File: src/rtl/clock_divider_multi.sv
// clock_divider_multi: NUM_CH independent programmable clock dividers.
// Divisor changes land at terminal count; sync restarts all in phase.
module clock_divider_multi #(
   parameter int NUM_CH      = 4,
   parameter int CNT_W       = 16,
   parameter int DEFAULT_DIV = 5000,
   localparam int CH_W       = (NUM_CH > 1) ? $clog2(NUM_CH) : 1
) (
   input  logic              clk_100mHz_in,
   input  logic              reset,
   input  logic [NUM_CH-1:0] enable,
   input  logic              sync,
   input  logic              cfg_we,
   input  logic [CH_W-1:0]   cfg_ch,
   input  logic [CNT_W-1:0]  cfg_div,
   output logic [NUM_CH-1:0] clk_out,
   output logic [NUM_CH-1:0] tick,
   output logic [NUM_CH-1:0] pend,
   output logic              cfg_err
);

   logic ch_ok;
   logic div_ok;
   logic cfg_ok;

   // A write is accepted only for an existing channel and a nonzero divisor
   always_comb begin
      ch_ok  = int'(cfg_ch) < NUM_CH;
      div_ok = cfg_div != '0;
      cfg_ok = cfg_we && ch_ok && div_ok;
   end

   // Rejected writes raise a one-cycle error pulse
   always_ff @(posedge clk_100mHz_in or posedge reset) begin
      if (reset) begin
         cfg_err <= 1'b0;
      end else begin
         cfg_err <= cfg_we && !(ch_ok && div_ok);
      end
   end

   for (genvar i = 0; i < NUM_CH; i++) begin : g_ch
      logic [CNT_W-1:0] cnt;
      logic [CNT_W-1:0] div;
      logic [CNT_W-1:0] pdiv;
      logic             run_q;
      logic             clk_q;
      logic             tick_q;
      logic             pend_q;
      logic             wr_hit;
      logic             term;

      // Decode a valid write to this channel and its terminal count
      always_comb begin
         wr_hit = cfg_ok && (cfg_ch == CH_W'(i));
         term   = cnt == (div - CNT_W'(1));
      end

      // Channel state: idle hold, restart, terminal toggle, or count
      always_ff @(posedge clk_100mHz_in or posedge reset) begin
         if (reset) begin
            cnt    <= '0;
            div    <= CNT_W'(DEFAULT_DIV);
            pdiv   <= '0;
            run_q  <= 1'b0;
            clk_q  <= 1'b0;
            tick_q <= 1'b0;
            pend_q <= 1'b0;
         end else if (!enable[i]) begin
            run_q  <= 1'b0;
            cnt    <= '0;
            clk_q  <= 1'b0;
            tick_q <= 1'b0;
            if (wr_hit) begin
               div    <= cfg_div;
               pend_q <= 1'b0;
            end
         end else if (!run_q || sync) begin
            run_q  <= 1'b1;
            cnt    <= '0;
            clk_q  <= 1'b0;
            tick_q <= 1'b0;
            if (wr_hit) begin
               div    <= cfg_div;
               pend_q <= 1'b0;
            end else if (pend_q) begin
               div    <= pdiv;
               pend_q <= 1'b0;
            end
         end else if (term) begin
            cnt    <= '0;
            clk_q  <= !clk_q;
            tick_q <= 1'b1;
            if (pend_q) begin
               div <= pdiv;
            end
            pend_q <= wr_hit;
            if (wr_hit) begin
               pdiv <= cfg_div;
            end
         end else begin
            cnt    <= cnt + CNT_W'(1);
            tick_q <= 1'b0;
            if (wr_hit) begin
               pdiv   <= cfg_div;
               pend_q <= 1'b1;
            end
         end
      end

      assign clk_out[i] = clk_q;
      assign tick[i]    = tick_q;
      assign pend[i]    = pend_q;
   end

endmodule

File: config.mk
export PLATFORM = sky130hd
export DESIGN_NAME = clock_divider_multi
export DESIGN_NICKNAME = d
export VERILOG_FILES = /design/src/rtl/clock_divider_multi.sv
export SDC_FILE = /design/constraint.sdc
export NUM_CORES = 1
export LEC_CHECK = 0
export CAP_MARGIN = 20
export CELL_PAD_IN_SITES_DETAIL_PLACEMENT = 0
export CELL_PAD_IN_SITES_GLOBAL_PLACEMENT = 1
export CORE_ASPECT_RATIO = 0.9
export CORE_MARGIN = 8
export CORE_UTILIZATION = 53
export CTS_CLUSTER_DIAMETER = 30
export DETAILED_ROUTE_END_ITERATION = 10
export HOLD_SLACK_MARGIN = 0.05
export PLACE_DENSITY = 0.83
export SKIP_CTS_REPAIR_TIMING = 1
export SLEW_MARGIN = 40
export SYNTH_ARGS = -nofsm -noshare
export SYNTH_HDL_FRONTEND = slang
export SYNTH_SLANG_ARGS = --single-unit
File: constraint.sdc
create_clock -name clk_100mHz_in -period 17 [get_ports clk_100mHz_in]
set_input_delay 1.7 -clock clk_100mHz_in [delete_from_list [all_inputs] [get_ports clk_100mHz_in]]
set_output_delay 1.7 -clock clk_100mHz_in [all_outputs]
set_load 0.02 [all_outputs]
Yosys cells after proc, flatten, opt, wreduce, memory -nomap -nowiden
Index checks and enable logic that the tools add are counted.
- output and inout bits: 13
- flip-flop bits (word level): 209
- word-level logic and storage cells: 185
- input port bits: 26
- reduce and logical (&&, ||, !) cells: 41
- $add $sub $neg: 8
- equal/unequal tests: 15
- mux-type cells: 88
- bitwise operators: 4
- operator list (cell ; number):
    $mux W16 ; 36
    $add A16 B1 Y16 const B ; 4
    $eq A16 B16 Y1 ; 4
    $sub A16 B1 Y16 const B ; 4
    $mux W1 ; 52
    $reduce_and A2 Y1 ; 8
    $reduce_bool A16 Y1 ; 1
    $ne A3 B1 Y1 const B ; 4
    $reduce_and A3 Y1 ; 4
    $reduce_bool A3 Y1 ; 4
    $logic_not A1 Y1 ; 9
    $ne A2 B1 Y1 const B ; 4
    $reduce_bool A2 Y1 ; 4
    $logic_and A1 B1 Y1 ; 6
    $eq A2 B2 Y1 const B ; 2
    $logic_or A1 B1 Y1 ; 4
    $not A1 Y1 ; 4
    $eq A2 B1 Y1 const B ; 1
    $logic_not A2 Y1 ; 1

Depth between registers and ports, before layout
- depth in word-level cells: 7
- mapped depth: 12
- depth with buffers taken out: 9

Least setup slack after synthesis
OpenSTA, ideal clock, no wires.
- path kind: input -> register
- start: in cfg_div[3]
- end: reg g_ch[0].pdiv[0]
- path slack: 12897 ps
- path buffers: 3
- arrival: 3978 ps
- stages: 8
- library setup time: 125 ps
- cell sequence: clkbuf_1 nor4_1 a41o_1 or3_1 clkbuf_1 nor3_1 buf_2 mux2_2
- cells in the longest elaborated chain, start to end: 4
- RTL lines (what ; RTL line ; text):
    start, declared ; 15 ; input logic [CNT_W-1:0] cfg_div,
    $reduce_bool A16 Y1 ; 29 ; div_ok = cfg_div != '0;
    $logic_and A1 B1 Y1 ; 30 ; cfg_ok = cfg_we && ch_ok && div_ok;
    $logic_and A1 B1 Y1 ; 55 ; wr_hit = cfg_ok && (cfg_ch == CH_W'(i));
    $reduce_and A3 Y1 (no source line) ; n/a ;
    end signal, assigned ; 99 ; pdiv <= cfg_div;
    end signal, assigned ; 105 ; pdiv <= cfg_div;
    end, declared ; 45 ; logic [CNT_W-1:0] pdiv;
No other way between the ends.
A chain may end at the register's enable or synchronous reset.

Final worst setup path
- start: in cfg_div[2]
- end: reg g_ch[2].div[5]
- cells in the longest elaborated chain, start to end: 6
- elaborated cells between the ends (all ways): 8
- classes of those cells: 3 x mux; 5 x reduce/logical
- RTL lines (what ; RTL line ; text):
    $reduce_bool A16 Y1 (*) ; 29 ;
    $logic_and A1 B1 Y1 (*) ; 30 ;
    $logic_and A1 B1 Y1 (*) ; 55 ;
    $mux W16 ; 83 ; if (wr_hit) begin
    $mux W16 ; 78 ; end else if (!run_q || sync) begin
    $mux W16 ; 69 ; end else if (!enable[i]) begin
    end signal, assigned ; 75 ; div <= cfg_div;
    end signal, assigned ; 84 ; div <= cfg_div;
    end signal, assigned ; 87 ; div <= pdiv;
    end, declared ; 44 ; logic [CNT_W-1:0] div;
Mark *: on every way between the ends. The rest lies on a longest branch, timed or not.

==> results.yml <==
timing:
  skew_ps: 16.0
  period_share: 0.268
  relSlewSlack: 0.473
  fmax_mhz: 219
  setup_tns_ps: 0
  setup_violations: 0
  finalHoldViolCount: 0
  period_needed_ps: 4560
  worst_pin_slew_ps: 785
  rsz0062_at_grt: "no"
  slew_violations: 0
logic_synthesis:
  synth-xor-area-share: 0.0915
  synth_top_family_by_area: "simple AND/OR/NAND/NOR gates"
  ys_top_cells_by_area: "dfrtp_1, mux2_2, xnor2_1, dfstp_2, xor2_1"
  syn-cell-area_um2: 12400
  yosysSeqAreaShare: 0.422
  synth-edff-count: 0
  postSynthRegisterBits: 209
  syn-num-nets: 1321
  synth_fa_ha_area_frac: 0.00804
  yosysMostFrequentCell: "dfrtp_1"
  async_reset_ff_frac: 1.00
  ys_types: 83
  yosysWarningCount: 0
  avgSynthCellArea_um2: 9.67
  synth_mux_area_frac: 0.0748
  synthCells: 1287
  yosysTopAreaCellShare: 0.380
  ys_top_cells_by_count: "dfrtp_1, nor2_1, xnor2_1, clkbuf_1, mux2_2"
  synthFlopType: "dfrtp_1"
  synth-compound-area-share: 0.151
  synthSimpleGateAreaFrac: 0.195
  synth.largest_area_cell: "dfrtp_1"
routing:
  wl_mm: 29.8
  drc: 0
  wire_per_inst_um: 18.4
  detail-route-antenna-nets: 0
  first_iter_violations: 567
  post_drt_via_cell_ratio: 5.91
  dr.pass1.iters: 5
  num_vias: 9570
global_routing:
  grt_pass1_vias: 9440
  gr-total-overflow: 0
  track_usage: 0.212
  grt_max_degree: 133
  antenna_found_initial: 0
  grt_pass1_wl_mm: 50.0
die:
  pin_count: 39
  rows: 53
  initial_utilization: 0.536
  dieWidth_um: 178
  dieArea_um2: 28600
  dieHeight_um: 161
  core-area_um2: 23200
status:
  status: "complete, no violations"
clock_network:
  clock-root-buffer: "clkbuf_16"
  cts.sinks: 209
  clk_latency_ps: 540
  cts-htree-levels: 2
  clock_path_buffers: 3
  cts_tree: "yes"
  cts_made_buffers: 46
  clk_pin_slew_worst_paths_ps: 50
worst_setup_path:
  slowest_stage: "clkdlybuf4s50_1"
  path_buf_inv: 1
  crit_chain: "clkdlybuf4s50_1 -> nor4_1 -> a41oi_1 -> nand2_1 -> o31a_1 -> nand2_1 -> o22ai_1 -> a2bb2oi_2"
  startpoint_type: "primary input"
  worstSetupPathType: "primary input to register"
  cp-end-kind: "register"
  crit_top_cell: "nand2_1"
  cp.required_ps: 17400
  slowest_delay_ps: 740
  cp_max_fo: 18
  arrival_ps: 4970
  worst_path_dominant_cell_family: "compound AO/OA/AOI/OAI gates"
power_and_ir_drop:
  ir_drop_mv: 0.100
  power.density_nw_per_um2: 127
  p_leak_nw: 5.79
placement:
  place_congestion: 0.865
  dpl.hpwl_mm: 19.8
  place.port_buffers: 38
cells_and_area:
  final_util: 0.624
  drive_above_1_share: 0.172
  syn2layout_area_growth_pct: 16.4
  fin_nets: 1312
  antenna_cells: 0
hold_path:
  hold_class: "register to register"
run:
  cap_violations: 0
[cells by family after synthesis]
logic type	after synthesis
AO/OA/AOI/OAI	244
XOR/XNOR	130
buffers and inverters	159
multiplexers	85
AND/OR/NAND/NOR	452
adder cells (fa/ha/maj)	8
flip-flops	209
[registers in the layout (all words and copies together) (netlist names)]
register	flops
cfg_err	1
g_ch.clk_q	4
g_ch.cnt	64
g_ch.div	64
g_ch.pdiv	64
g_ch.pend_q	4
g_ch.run_q	4
g_ch.tick_q	4
[area by class of cell]
cell class / count / area, um^2
fillers: 1952 / 8720
multi-input cells: 919 / 6530
flip-flops and latches: 209 / 5260
clock buffers: 54 / 1210
repair buffers: 48 / 479
clock inverters: 32 / 415
well taps: 302 / 378
inverters: 54 / 215
[final timing paths]
kind	start	end	slack (ps)	cells past startpoint
min in group asynchronous	reset	g_ch[0].pdiv[1]$_DFFE_PP0P_	1650	2
max in group asynchronous	reset	g_ch[1].div[7]$_DFFE_PP1P_	14310	4
worst max-delay path	cfg_div[2]	g_ch[2].div[5]$_DFFE_PP0P_	12440	8
worst min-delay path	g_ch[0].pdiv[2]$_DFFE_PP0P_	g_ch[0].pdiv[2]$_DFFE_PP0P_	500	1
worst min register to register	g_ch[0].pdiv[2]$_DFFE_PP0P_	g_ch[0].pdiv[2]$_DFFE_PP0P_	500	1
worst max register to register	g_ch[3].div[0]$_DFFE_PP0P_	g_ch[3].div[10]$_DFFE_PP0P_	13440	10
[routing by layer]
layer / track usage / vias to the layer above / routed length, um
met4: 0.0591 / 0 / 517
met3: 0.0345 / 46 / 1250
met2: 0.330 / 176 / 13800
met5: 0 / - / 0
li1: - / 4646 / -
met1: 0.302 / 4702 / 14300
[placed cells by master, fill, tap and decap left out, drive strengths merged, types with 21 or more instances in the layout]
cell           netlist  layout
dfrtp              189     189
nor2               126     126
xnor2               74      74
mux2                64      64
nor3                64      64
xor2                56      56
clkbuf              72      54
inv                 53      53
nand2               48      48
nand3               47      47
a21oi               45      45
clkdlybuf4s50        0      38
o21ai               36      36
a31oi               23      23
nand2b              22      22
nand4               22      22
nor2b               21      21
mux2i               21      21
a211oi              21      21
[stage by stage]
stage	cell area, um^2	instances	total power, mW	hold slack, ps	setup WS, ps
after floorplan	12400	1287	0.847	472	9620
after global placement	12800	1530	0.906	480	11980
after detailed placement	12800	1531	0.915	486	11940
after CTS	14400	1617	1.85	497	12470
after global routing	14500	1618	1.92	509	12120
final	14500	1618	1.83	496	12440
[where the power goes]
| group | leakage [nW] | total [mW] | switching, mW | internal, mW |
|---|---|---|---|---|
| clock | 0.769 | 0.921 | 0.289 | 0.632 |
| combinational | 2.35 | 0.270 | 0.140 | 0.131 |
| sequential | 2.67 | 0.641 | 0.0730 | 0.568 |
| total | 5.79 | 1.83 | 0.502 | 1.33 |
No activity file was read; power rests on OpenSTA's default activity.
